`src/rtl/lsu_ctrl.sv`:
```
// lsu_ctrl: big-endian load/store controller that splits misaligned halves/words into byte transactions
module lsu_ctrl #(
    parameter int ADDR_W = 6
) (
    input  logic              clk,
    input  logic              rst,
    input  logic              req_valid,
    output logic              req_ready,
    input  logic              req_we,
    input  logic [2:0]        req_func,
    input  logic [ADDR_W-1:0] req_addr,
    input  logic [31:0]       req_wdata,
    output logic              rsp_valid,
    output logic [31:0]       rsp_rdata,
    output logic              rsp_err,
    output logic              mem_read,
    output logic              mem_write,
    output logic [2:0]        mem_func,
    output logic [ADDR_W-1:0] mem_addr,
    output logic [31:0]       mem_wdata,
    input  logic [31:0]       mem_rdata
);
    typedef enum logic [1:0] {IDLE, ACCESS, RESP} state_t;
    state_t r_state;
    logic r_we, r_err;
    logic [2:0] r_func;
    logic [ADDR_W-1:0] r_addr;
    logic [31:0] r_wdata, r_asm;
    logic [1:0] r_cnt;
    logic w_ill, w_split, w_last, w_acc;
    logic [1:0] w_top, w_sel;
    logic [31:0] w_ext, w_rd;
    assign w_ill = req_we ? (req_func[2] || req_func[1:0] == 2'b11) : (req_func[1:0] == 2'b11 || req_func[2:1] == 2'b11);
    assign w_split = (r_func[1:0] == 2'b01 && r_addr[0]) || (r_func[1:0] == 2'b10 && r_addr[1:0] != 2'b00);
    assign w_top = r_func[1] ? 2'd3 : 2'd1;
    assign w_last = !w_split || r_cnt == w_top;
    assign w_sel = w_top - r_cnt;
    assign w_acc = r_state == ACCESS;
    assign w_rd = r_func[1] ? mem_rdata : r_func[0] ? {16'b0, mem_rdata[31:16]} : {24'b0, mem_rdata[31:24]};
    assign w_ext = r_func[1] ? r_asm : r_func[0] ? {{16{r_asm[15] & ~r_func[2]}}, r_asm[15:0]} : {{24{r_asm[7] & ~r_func[2]}}, r_asm[7:0]};
    assign req_ready = r_state == IDLE;
    assign rsp_valid = r_state == RESP;
    assign rsp_err = rsp_valid && r_err;
    assign rsp_rdata = (rsp_valid && !r_err && !r_we) ? w_ext : 32'b0;
    assign mem_read = w_acc && !r_we && !rst;
    assign mem_write = w_acc && r_we && !rst;
    assign mem_func = (w_acc && !w_split) ? {1'b0, r_func[1:0]} : 3'b0;
    assign mem_addr = w_acc ? r_addr + ADDR_W'(r_cnt) : '0;
    assign mem_wdata = !w_acc ? 32'b0 : w_split ? {24'b0, r_wdata[{w_sel, 3'b000} +: 8]} : r_wdata;
    always_ff @(posedge clk) begin
        if (rst) begin
            r_state <= IDLE;
            r_cnt <= 2'd0;
            r_asm <= 32'b0;
            r_we <= 1'b0;
            r_err <= 1'b0;
            r_func <= 3'b0;
            r_addr <= '0;
            r_wdata <= 32'b0;
        end else begin
            case (r_state)
                IDLE: if (req_valid) begin
                    r_we <= req_we;
                    r_func <= req_func;
                    r_addr <= req_addr;
                    r_wdata <= req_wdata;
                    r_cnt <= 2'd0;
                    r_asm <= 32'b0;
                    r_err <= w_ill;
                    r_state <= w_ill ? RESP : ACCESS;
                end
                ACCESS: begin
                    if (!r_we && w_split) r_asm[{w_sel, 3'b000} +: 8] <= mem_rdata[31:24];
                    else if (!r_we) r_asm <= w_rd;
                    r_cnt <= r_cnt + 2'd1;
                    if (w_last) r_state <= RESP;
                end
                default: r_state <= IDLE;
            endcase
        end
    end
endmodule
```
`config.mk`:
```
export PLATFORM = sky130hd
export DESIGN_NAME = lsu_ctrl
export DESIGN_NICKNAME = d
export VERILOG_FILES = /design/src/rtl/lsu_ctrl.sv
export SDC_FILE = /design/constraint.sdc
export NUM_CORES = 1
export LEC_CHECK = 0
export CAP_MARGIN = 25
export CORE_MARGIN = 4
export CORE_UTILIZATION = 38
export CTS_CLUSTER_DIAMETER = 40
export CTS_CLUSTER_SIZE = 30
export DETAILED_ROUTE_END_ITERATION = 16
export MAX_ROUTING_LAYER = met4
export PLACE_DENSITY = 0.68
export SLEW_MARGIN = 20
export SYNTH_ARGS = -nofsm -noshare
export SYNTH_HDL_FRONTEND = slang
export SYNTH_SLANG_ARGS = --single-unit
```
`constraint.sdc`:
```
create_clock -name clk -period 2.15 [get_ports clk]
set_clock_uncertainty 0.2 [all_clocks]
set_input_delay 0.43 -clock clk [delete_from_list [all_inputs] [get_ports clk]]
set_output_delay 0.43 -clock clk [all_outputs]
set_load 0.02 [all_outputs]
```
==> results of run 1 <==
[cell type report]
type | instances | area, sq um | area share [%]
clock buffer | 10 | 229 | 2.85
clock inverter | 6 | 109 | 1.36
inverter | 21 | 81.3 | 1.01
multi-input combinational | 382 | 3240 | 40.4
sequential | 79 | 1600 | 19.9
tap | 143 | 179 | 2.23
timing repair buffer | 266 | 2580 | 32.1
timing repair inverter | 1 | 7.51 | 0.0935
[placed cells by master, fill, tap and decap left out, types with 3 or more instances in the layout]
| master | Yosys | layout |
|---|---|---|
| dfxtp_4 | 0 | 4 |
| xnor2_1 | 3 | 3 |
| a32o_1 | 8 | 6 |
| nor2_1 | 14 | 14 |
| dfxtp_1 | 79 | 73 |
| a21oi_1 | 64 | 47 |
| mux4_2 | 8 | 8 |
| buf_4 | 3 | 97 |
| nand2_1 | 111 | 100 |
| o21a_2 | 0 | 3 |
| ha_4 | 0 | 4 |
| mux2i_1 | 26 | 25 |
| buf_12 | 0 | 4 |
| and2_4 | 0 | 7 |
| o41ai_4 | 3 | 3 |
| o2bb2ai_2 | 0 | 3 |
| mux2_2 | 8 | 8 |
| clkdlybuf4s50_1 | 0 | 75 |
| and3_1 | 27 | 12 |
| a32oi_2 | 0 | 7 |
| a21oi_4 | 0 | 11 |
| bufinv_16 | 0 | 3 |
| nand2_2 | 0 | 10 |
| clkbuf_16 | 0 | 11 |
| o21a_4 | 0 | 5 |
| a22o_1 | 24 | 23 |
| and3_4 | 0 | 15 |
| a21oi_2 | 0 | 6 |
| o2bb2ai_1 | 9 | 6 |
| buf_6 | 3 | 82 |
| inv_1 | 20 | 20 |
| and2_1 | 12 | 5 |
[per-layer routing]
layer | GRT usage [%] | vias up | wire length, um
met5 | - | - | 0
li1 | - | 2335 | -
met2 | 40.9 | 171 | 8700
met3 | 4.57 | 44 | 988
met4 | 8.21 | 0 | 549
met1 | 29.9 | 2357 | 7360
[worst max-delay path: stages (launching register included)]
cell and delay, ns:
dfxtp_4 0.38, xor2_4 0.19, a22oi_4 0.32, buf_4 0.20
clkbuf_16 0.14, and3_1 0.19, buf_6 0.13
[Yosys cell counts, types with 3 or more instances]
library cell,n
nand2_1,111
dfxtp_1,79
a21oi_1,64
and3_1,27
mux2i_1,26
a22o_1,24
inv_1,20
buf_2,14
nor2_1,14
and2_1,12
clkbuf_1,12
o21a_1,10
o2bb2ai_1,9
a32o_1,8
a32oi_1,8
mux2_2,8
mux4_2,8
ha_1,7
buf_1,6
buf_4,3
buf_6,3
nor2b_1,3
nor3_1,3
o41ai_4,3
xnor2_1,3
[report_power, final]
part	switching (mW)	internal, mW	leakage [nW]
clock network	0.606	1.13	0.166
registers	0.0589	1.53	0.648
logic	0.526	0.550	2.57
[flip-flops by register name, summed over array words and instances, names as in the netlist]
name     flops
r_asm       32
r_cnt        2
r_addr       6
r_state      2
r_err        1
r_we         1
r_func       3
r_wdata     32
[how the worst max path moves through the flow]
stage	slack [ns]	endpoint	depth (start not counted)
after global routing	-0.43	mem_wdata[16]	6
after global placement	-0.50	mem_wdata[2]	5
final	-0.38	mem_wdata[16]	6
after floorplan	-0.03	mem_wdata[1]	6
after CTS	-0.30	rsp_rdata[15]	6
after detailed placement	-0.55	mem_wdata[2]	5
[cells by family after synthesis]
kind of cell | after synthesis | synth area share (%)
AO/OA/AOI/OAI | 138 | 23.3
XOR/XNOR | 7 | 1.93
adder cells (fa/ha/maj) | 8 | 2.37
buffers and inverters | 59 | 6.00
flip-flops | 79 | 34.8
multiplexers | 42 | 11.7
other | 1 | 0.0825
AND/OR/NAND/NOR | 186 | 19.8
[timing repair]
item | CTS | global route
setup buffers | 24 | 12
endpoints found under the hold margin | 0 | 0
cloned | 2 | 2
resized for setup | 491 | 68
endpoints found under the setup margin | 101 | 106
pin swaps | 41 | 30
==> run summary, run 1 <==
status: finished with violations
failing checks: negative setup slack
Final setup viols: 94
area share of the largest cell type after synthesis: 34.8%
Die Y: 117 um
fillers: 864
hpwl dp: 11700 um
Total Nets Final: 845
end of the worst hold path: r_wdata[25]$_SDFFE_PP0P_
Core Util, Final: 69.4%
WP data arrival: 1.90 ns
Netlist cell types: 55
antenna viol nets, final: 0
reg2reg path depth: 10
RSZ-0062 raised after global routing: true
H-tree levels: 3
crit share post-route: 118%
worst-skew pair later-pin latency: 0.34 ns
GRT overflow: 0
Routed WL: 17600 um
CTS tree: done
r2r setup slk: -0.18 ns
Startpoint Class: flop
sinks on the clock net: 79
Post-CTS Hold Buffers: 0
initial antenna violation count: 0
Cells after Synth: 520
Initial DRT Pass Iterations: 5
Starting Density: 39.3%
die area: 13800 sq um
fmax: 395 MHz
synthesized flop and latch total: 79
Post-Layout Inst Area: 8030 sq um
total power: 4.40 mW
setup ws final: -0.383 ns
fraction of layout cells with a size suffix above 1: 43.1%
Synth Flop Type: dfxtp_1
largest net degree at the start of global routing: 34
Period minus WS final: 2.53 ns
syn nets: 605
Least-Margin Pin Slew: 0.623 ns
drt first-iter violations: 413
CP Max Fanout: 12
total number of vias: 4907
TritonCTS buffer count: 9
Ys Warns: 0
crit end category: primary output
Post-synth ARST share: 0%
number of global-route vias before repair: 5088
Hold Path Stages: 2
final hold slack: 0.266 ns
Routed wire per std cell: 19.4 um
Placement Setup Slack: -0.555 ns
non-filler cells in the finished layout: 908
Clock Pin Slew Worst Setup and Hold Paths: 0.06 ns
CTS Root Cell: clkbuf_16
hold path start: r_wdata[25]$_SDFFE_PP0P_
Worst Hold Class: flop to flop
cell taking the most area after synthesis: dfxtp_1
n_diodes: 0
Die Width: 117 um
Final Wtd Congestion: 0.917
dominant cells by area after synthesis: dfxtp_1, nand2_1, a21oi_1
Max Cap Violations: 0
Core ar.: 11600 sq um
Residual DRC: 0
FF-to-FF Start: r_func[1]$_SDFFE_PP0P_
Synth-to-Final Area Change: 76.7%
Cell Rows: 39
Req. time, crit path: 1.52 ns
Worst setup startpoint: r_func[0]$_SDFFE_PP0P_
number of port buffers: 153
power density cells: 548 nW/um^2
Synth Area per Inst: 8.74 sq um
max-slew violations: 0
Vias/cell: 5.40
Slew HR: 58.4%
TNS Setup: -19.75 ns
endpoints failing hold: 0
GRT Util Overall: 24.5%
register area share after synthesis: 34.8%
synthesized area: 4540 sq um
FF-to-FF End: r_asm[24]$_SDFFE_PP0P_
leak pwr: 3.38 nW
CTS max path bufs: 2
# IOs: 155
Max VDD drop: 468 uV
EDFF count, synth: 0
Post-DP Area: 6880 sq um
# placed instances: 862
first-pass GRT wire length: 26800 um
critical path class: flop to primary output
No activity file was read; power rests on OpenSTA's default activity.
==> inputs of run 2 (changes only) <==
--- a/constraint.sdc
+++ b/constraint.sdc
@@ -3,3 +3,3 @@
 set_input_delay 0.43 -clock clk [delete_from_list [all_inputs] [get_ports clk]]
 set_output_delay 0.43 -clock clk [all_outputs]
-set_load 0.02 [all_outputs]
+set_load 0.1 [all_outputs]
==> run 2 against run 1 <==
  * The run still ends with negative setup slack left
  * Global-route usage rose by 1.4 points
  * Sequential power barely moved
  * Register-to-register slack improved by 0.15 ns
  * Via count rose by 1.3%
  * Sequential share of layout area fell by 1.8 points
  * Routed wire length rose by 2.9%
  * Largest power group is now registers
==> run summary, run 2 (synthesis gave the netlist of run 1 again) <==
status: finished with violations
failing checks: negative setup slack
met3 wire len: 1280 um (+29%)
Slew HR: 63.9% (+5.6 points)
Initial DRT Pass Iterations: 6 (+1)
Clock Pin Slew Worst Setup and Hold Paths: 0.06 ns (about the same)
peak per-stage delay on the critical path: 0.32 ns (-0.06 ns)
Post-DP Area: 7940 sq um (+15%)
CTS Root Cell: clkbuf_16
Residual DRC: 0 (unchanged)
Die Y: 117 um (unchanged)
CP Cell Sequence: and2b_4 -> nor3b_4 -> buf_12 -> a21boi_4 -> buf_12 -> o21a_4 -> buf_12
RSZ-0062 raised after global routing: true
critical path class: flop to primary output
number of port buffers: 153 (unchanged)
Least-Margin Pin Slew: 0.530 ns (-0.0921 ns)
H-tree levels: 3 (unchanged)
Total Nets Final: 817 (-3.3%)
CTS tree: done
GRT Util Overall: 25.9% (+1.4 points)
number of global-route vias before repair: 5016 (-1.4%)
die area: 13800 sq um (unchanged)
leak pwr: 3.40 nW (+0.55%)
CP max-delay cell: dfxtp_2
antenna viol nets, final: 0 (unchanged)
Routed wire per std cell: 20.6 um (+6.4%)
Starting Density: 39.3% (unchanged)
crit share post-route: 118% (about the same)
Routed WL: 18100 um (+2.9%)
fmax: 395 MHz (about the same)
CTS max path bufs: 2 (unchanged)
GRT overflow: 0 (unchanged)
commonest cells after routing, fill and taps aside: nand2_1, buf_12, clkdlybuf4s50_1, dfxtp_1, buf_4
crit end category: primary output
commonest non-fill, non-tap cell in the layout: nand2_1
CP most frequent cell: buf_12
CP Max Fanout: 8 (-4)
Final Wtd Congestion: 0.910 (-0.78%)
worst-skew pair later-pin latency: 0.33 ns (about the same)
n_diodes: 0 (unchanged)
largest registers: r_asm x32, r_wdata x32, r_addr x6
met2 wire length: 9100 um (+4.6%)
hpwl dp: 12600 um (+8.2%)
# IOs: 155 (unchanged)
total power: 4.27 mW (-2.9%)
sinks on the clock net: 79 (unchanged)
Worst Hold Class: flop to flop
TNS Setup: -22.47 ns (-2.73 ns)
Vias/cell: 5.66 (+4.8%)
endpoints failing hold: 0 (unchanged)
Period minus WS final: 2.53 ns (-0.00156 ns)
Cell Rows: 39 (unchanged)
largest net degree at the start of global routing: 34 (unchanged)
Final setup viols: 82 (-13%)
power density cells: 482 nW/um^2 (-12%)
Startpoint Class: flop
Post-CTS Hold Buffers: 0 (unchanged)
Synth-to-Final Area Change: 95.0%
TritonCTS buffer count: 9 (unchanged)
M1 wire length: 7300 um (-0.72%)
Max Used Layer: met4
total number of vias: 4971 (+1.3%)
Core ar.: 11600 sq um (unchanged)
fraction of layout cells with a size suffix above 1: 45.0% (+1.9 points)
Post-Layout Inst Area: 8860 sq um (+10%)
setup ws final: -0.381 ns (+0.00156 ns)
Die Width: 117 um (unchanged)
Req. time, crit path: 1.52 ns (about the same)
final hold slack: 0.280 ns (+0.0140 ns)
initial antenna violation count: 0 (unchanged)
first-pass GRT wire length: 28000 um (+4.5%)
Max Cap Violations: 0 (unchanged)
drt first-iter violations: 458 (+11%)
Max VDD drop: 432 uV (-7.7%)
max-slew violations: 0 (unchanged)
WP data arrival: 1.90 ns (about the same)
[run 2: worst paths after layout]
path,slack [ns],from,to,depth (start not counted)
max reg2reg,-0.03,r_func[1]$_SDFFE_PP0P_,r_asm[22]$_SDFFE_PP0P_,9
min reg2reg,0.28,r_asm[22]$_SDFFE_PP0P_,r_asm[22]$_SDFFE_PP0P_,1
min,0.28,r_asm[22]$_SDFFE_PP0P_,r_asm[22]$_SDFFE_PP0P_,1
max,-0.38,r_state[0]$_SDFFE_PP0P_,rsp_rdata[12],7
[run 2: where the power goes]
| part | switching (mW) | total [mW] | internal, mW |
|---|---|---|---|
| logic | 0.695 | 1.29 | 0.596 |
| clock network | 0.577 | 1.37 | 0.797 |
| registers | 0.0783 | 1.61 | 1.53 |
[run 2: per-stage QoR]
step | cells | setup slack (ns) | utilization [%]
after detailed placement | 837 | -0.228 | 68.6
after global placement | 837 | -0.171 | 68.6
final | 878 | -0.381 | 76.6
after floorplan | 520 | -0.680 | -
after CTS | 871 | -0.383 | 74.6
after global routing | 878 | -0.434 | 76.6
[run 2: final cells by class]
cell class                      instances  area, sq um
Inverter                               21         87.6
Multi-Input combinational cell        382         3510
Timing Repair Buffer                  239         3230
Clock inverter                          2         10.0
Sequential cell                        79         1610
Fill cell                             736         2710
Tap cell                              143          179
Clock buffer                           12          246
[run 2: routing by layer]
metal | up-vias | GRT usage, %
li1 | 2280 | -
met1 | 2421 | 32.8
met2 | 233 | 42.5
met3 | 37 | 5.29
met4 | 0 | 6.60
met5 | - | -
[run 2: worst max-delay path: cells and delay by family (launching register included)]
kind | cells | cell delay [ns]
compound gates | 2 | 0.33
buf+inv | 3 | 0.46
flops | 1 | 0.32
simple gates | 2 | 0.47
[run 2: timing repair]
action                     in CTS  in global routing
hold endpoints to repair        0                  0
setup endpoints to repair      90                106
pin swaps                      24                 21
buffers inserted               18                  9
gates cloned                    3                  1
resized for setup              51                 33
==> inputs of run 3 (changes only) <==
SKIP_CTS_REPAIR_TIMING = 1   (was not set)
==> run 3 against run 2 <==
  * The flow still finishes with violations (negative setup slack)
  * Final cell count fell by 0.46%
  * Fmax down 0.84%
  * Routed wire length shrank 0.93%
  * Final area fell by 1.4%
  * Worst hold slack about the same
  * Global-route usage shrank 1.6 points
  * Critical path depth is the same
  * Via count is 1.8% lower
  * Combinational power is essentially flat
  * Power fell by 0.38%
  * Setup slack worse by 0.021 ns
  * Sequential share of layout area is 0.25 points higher
  * Critical path type unchanged
==> run summary, run 3 (synthesis gave the netlist of run 1 again) <==
first-pass GRT wire length: 26400 um (-5.9%)
Hold Path Stages: 1 (unchanged)
total number of vias: 4884 (-1.8%)
sinks on the clock net: 79 (unchanged)
GRT Util Overall: 24.3% (-1.6 points)
Worst Hold Class: flop to flop
Startpoint Class: flop
largest registers: r_asm x32, r_wdata x32, r_addr x6
fraction of layout cells with a size suffix above 1: 43.4% (-1.6 points)
GR Util met2: 38.8% (-3.7 points)
TritonCTS buffer count: 9 (unchanged)
Int Pwr: 2.90 mW (-0.66%)
Routed WL: 17900 um (-0.93%)
fmax: 392 MHz (-0.84%)
Max VDD drop: 461 uV (+6.7%)
die area: 13800 sq um (unchanged)
Placement Setup Slack: -0.228 ns (unchanged)
sw power: 1.35 mW (+0.25%)
CTS tree: done
end of the worst hold path: r_asm[22]$_SDFFE_PP0P_
Clock power frac: 32.8% (+0.6 points)
met1 usage: 31.4% (-1.5 points)
Req. time, crit path: 1.52 ns (about the same)
power density cells: 487 nW/um^2 (+1.1%)
antenna viol nets, final: 0 (unchanged)
Final setup viols: 93 (+13%)
TNS Setup: -23.05 ns (-0.574 ns)
Starting Density: 39.3% (unchanged)
hpwl dp: 12600 um (unchanged)
Residual DRC: 0 (unchanged)
hold path start: r_asm[22]$_SDFFE_PP0P_
crit end category: primary output
Post-DP Area: 7940 sq um (unchanged)
endpoints failing hold: 0 (unchanged)
CTS max path bufs: 2 (unchanged)
Post-Layout Inst Area: 8730 sq um (-1.4%)
# IOs: 155 (unchanged)
global routing's busiest layer: met2
leak pwr: 3.36 nW (-1.2%)
largest net degree at the start of global routing: 34 (unchanged)
Max Cap Violations: 0 (unchanged)
sequential power share: 37.7% (about the same)
commonest cells after routing, fill and taps aside: nand2_1, buf_12, clkdlybuf4s50_1, dfxtp_1, buf_4
max-slew violations: 0 (unchanged)
Cell Rows: 39 (unchanged)
reg2reg path depth: 10 (+1)
H-tree levels: 3 (unchanged)
Vias/cell: 5.59 (-1.3%)
Worst setup startpoint: r_state[0]$_SDFFE_PP0P_
CP Max Fanout: 8 (unchanged)
commonest non-fill, non-tap cell in the layout: nand2_1
Switching Fraction: 31.8% (+0.20 points)
number of global-route vias before repair: 4768 (-4.9%)
combinational share of power: 29.5% (-0.7 points)
# placed instances: 837 (unchanged)
CP max-delay cell: dfxtp_2
Synth-to-Final Area Change: 92.2%
Core Util, Final: 75.5% (-1.1 points)
GR Util met3: 5.39% (+0.096 points)
Period minus WS final: 2.55 ns (+0.0214 ns)
crit share post-route: 119% (+1.0 points)
Core ar.: 11600 sq um (unchanged)
peak per-stage delay on the critical path: 0.32 ns (about the same)
Slew HR: 67.5% (+3.5 points)
delay-heaviest family, CP: buffers and inverters
failing checks: negative setup slack
number of port buffers: 153 (unchanged)
Routed wire per std cell: 20.5 um (-0.47%)
Clock Pin Slew Worst Setup and Hold Paths: 0.06 ns (about the same)
CP Cell Sequence: and2b_4 -> nor3b_4 -> buf_12 -> a21boi_4 -> buf_12 -> o21a_4 -> buf_12
CTS Root Cell: clkbuf_16
FF-to-FF End: r_asm[23]$_SDFFE_PP0P_
fillers: 769 (+4.5%)
WP buf/inv: 3 (unchanged)
Total Nets Final: 812 (-0.61%)
Initial DRT Pass Iterations: 7 (+1)
r2r setup slk: -0.09 ns (-0.06 ns)
critical path class: flop to primary output
Die Y: 117 um (unchanged)
worst-skew pair later-pin latency: 0.34 ns (about the same)
WP data arrival: 1.92 ns (+0.02 ns)
CP most frequent cell: buf_12
status: finished with violations
GRT overflow: 0 (unchanged)
initial antenna violation count: 1 (+1)
Least-Margin Pin Slew: 0.478 ns (-0.0520 ns)
Die Width: 117 um (unchanged)
Final Wtd Congestion: 0.910 (unchanged)
non-filler cells in the finished layout: 874 (-0.46%)
FF-to-FF Start: r_func[1]$_SDFFE_PP0P_
RSZ-0062 raised after global routing: true
setup ws final: -0.403 ns (-0.0214 ns)
drt first-iter violations: 397 (-13%)
## run 3: metal layers
metal / share of wire [%] / up-vias
li1: - / 2258
met1: 42 / 2395
met2: 50 / 198
met3: 5.5 / 33
met4: 2.3 / 0
met5: 0 / -
## run 3: worst max path at each step
| stage | endpoint | slack [ns] | depth (start not counted) |
|---|---|---|---|
| after detailed placement | mem_wdata[5] | -0.23 | 5 |
| final | rsp_rdata[15] | -0.40 | 7 |
| after global routing | mem_addr[2] | -0.45 | 6 |
| after CTS | mem_wdata[5] | -0.60 | 5 |
| after floorplan | rsp_rdata[21] | -0.68 | 5 |
| after global placement | mem_wdata[0] | -0.17 | 5 |
## run 3: through the flow
step                      power [mW]  hold WS, ns
after floorplan                 2.29        0.242
final                           4.26        0.280
after global placement          2.74        0.258
after CTS                       4.12        0.276
after global routing            4.38        0.300
after detailed placement        2.76        0.267
## run 3: power by group through the flow
stage	Sequential [mW]	Clock, mW	Combinational [mW]
finish	1.60	1.40	1.26
CTS	1.60	1.39	1.13
detailed placement	1.63	0	1.13
floorplan	1.61	0	0.681
global placement	1.63	0	1.11
global route	1.61	1.45	1.32
## run 3: layout make-up
class	instances	area (sq um)	share of cell area (%)
Antenna cell	1	2.50	0.0287
Clock buffer	12	246	2.82
Clock inverter	2	10.0	0.115
Inverter	21	86.3	0.989
Multi-Input combinational cell	382	3450	39.5
Sequential cell	79	1600	18.4
Tap cell	143	179	2.05
Timing Repair Buffer	234	3150	36.1
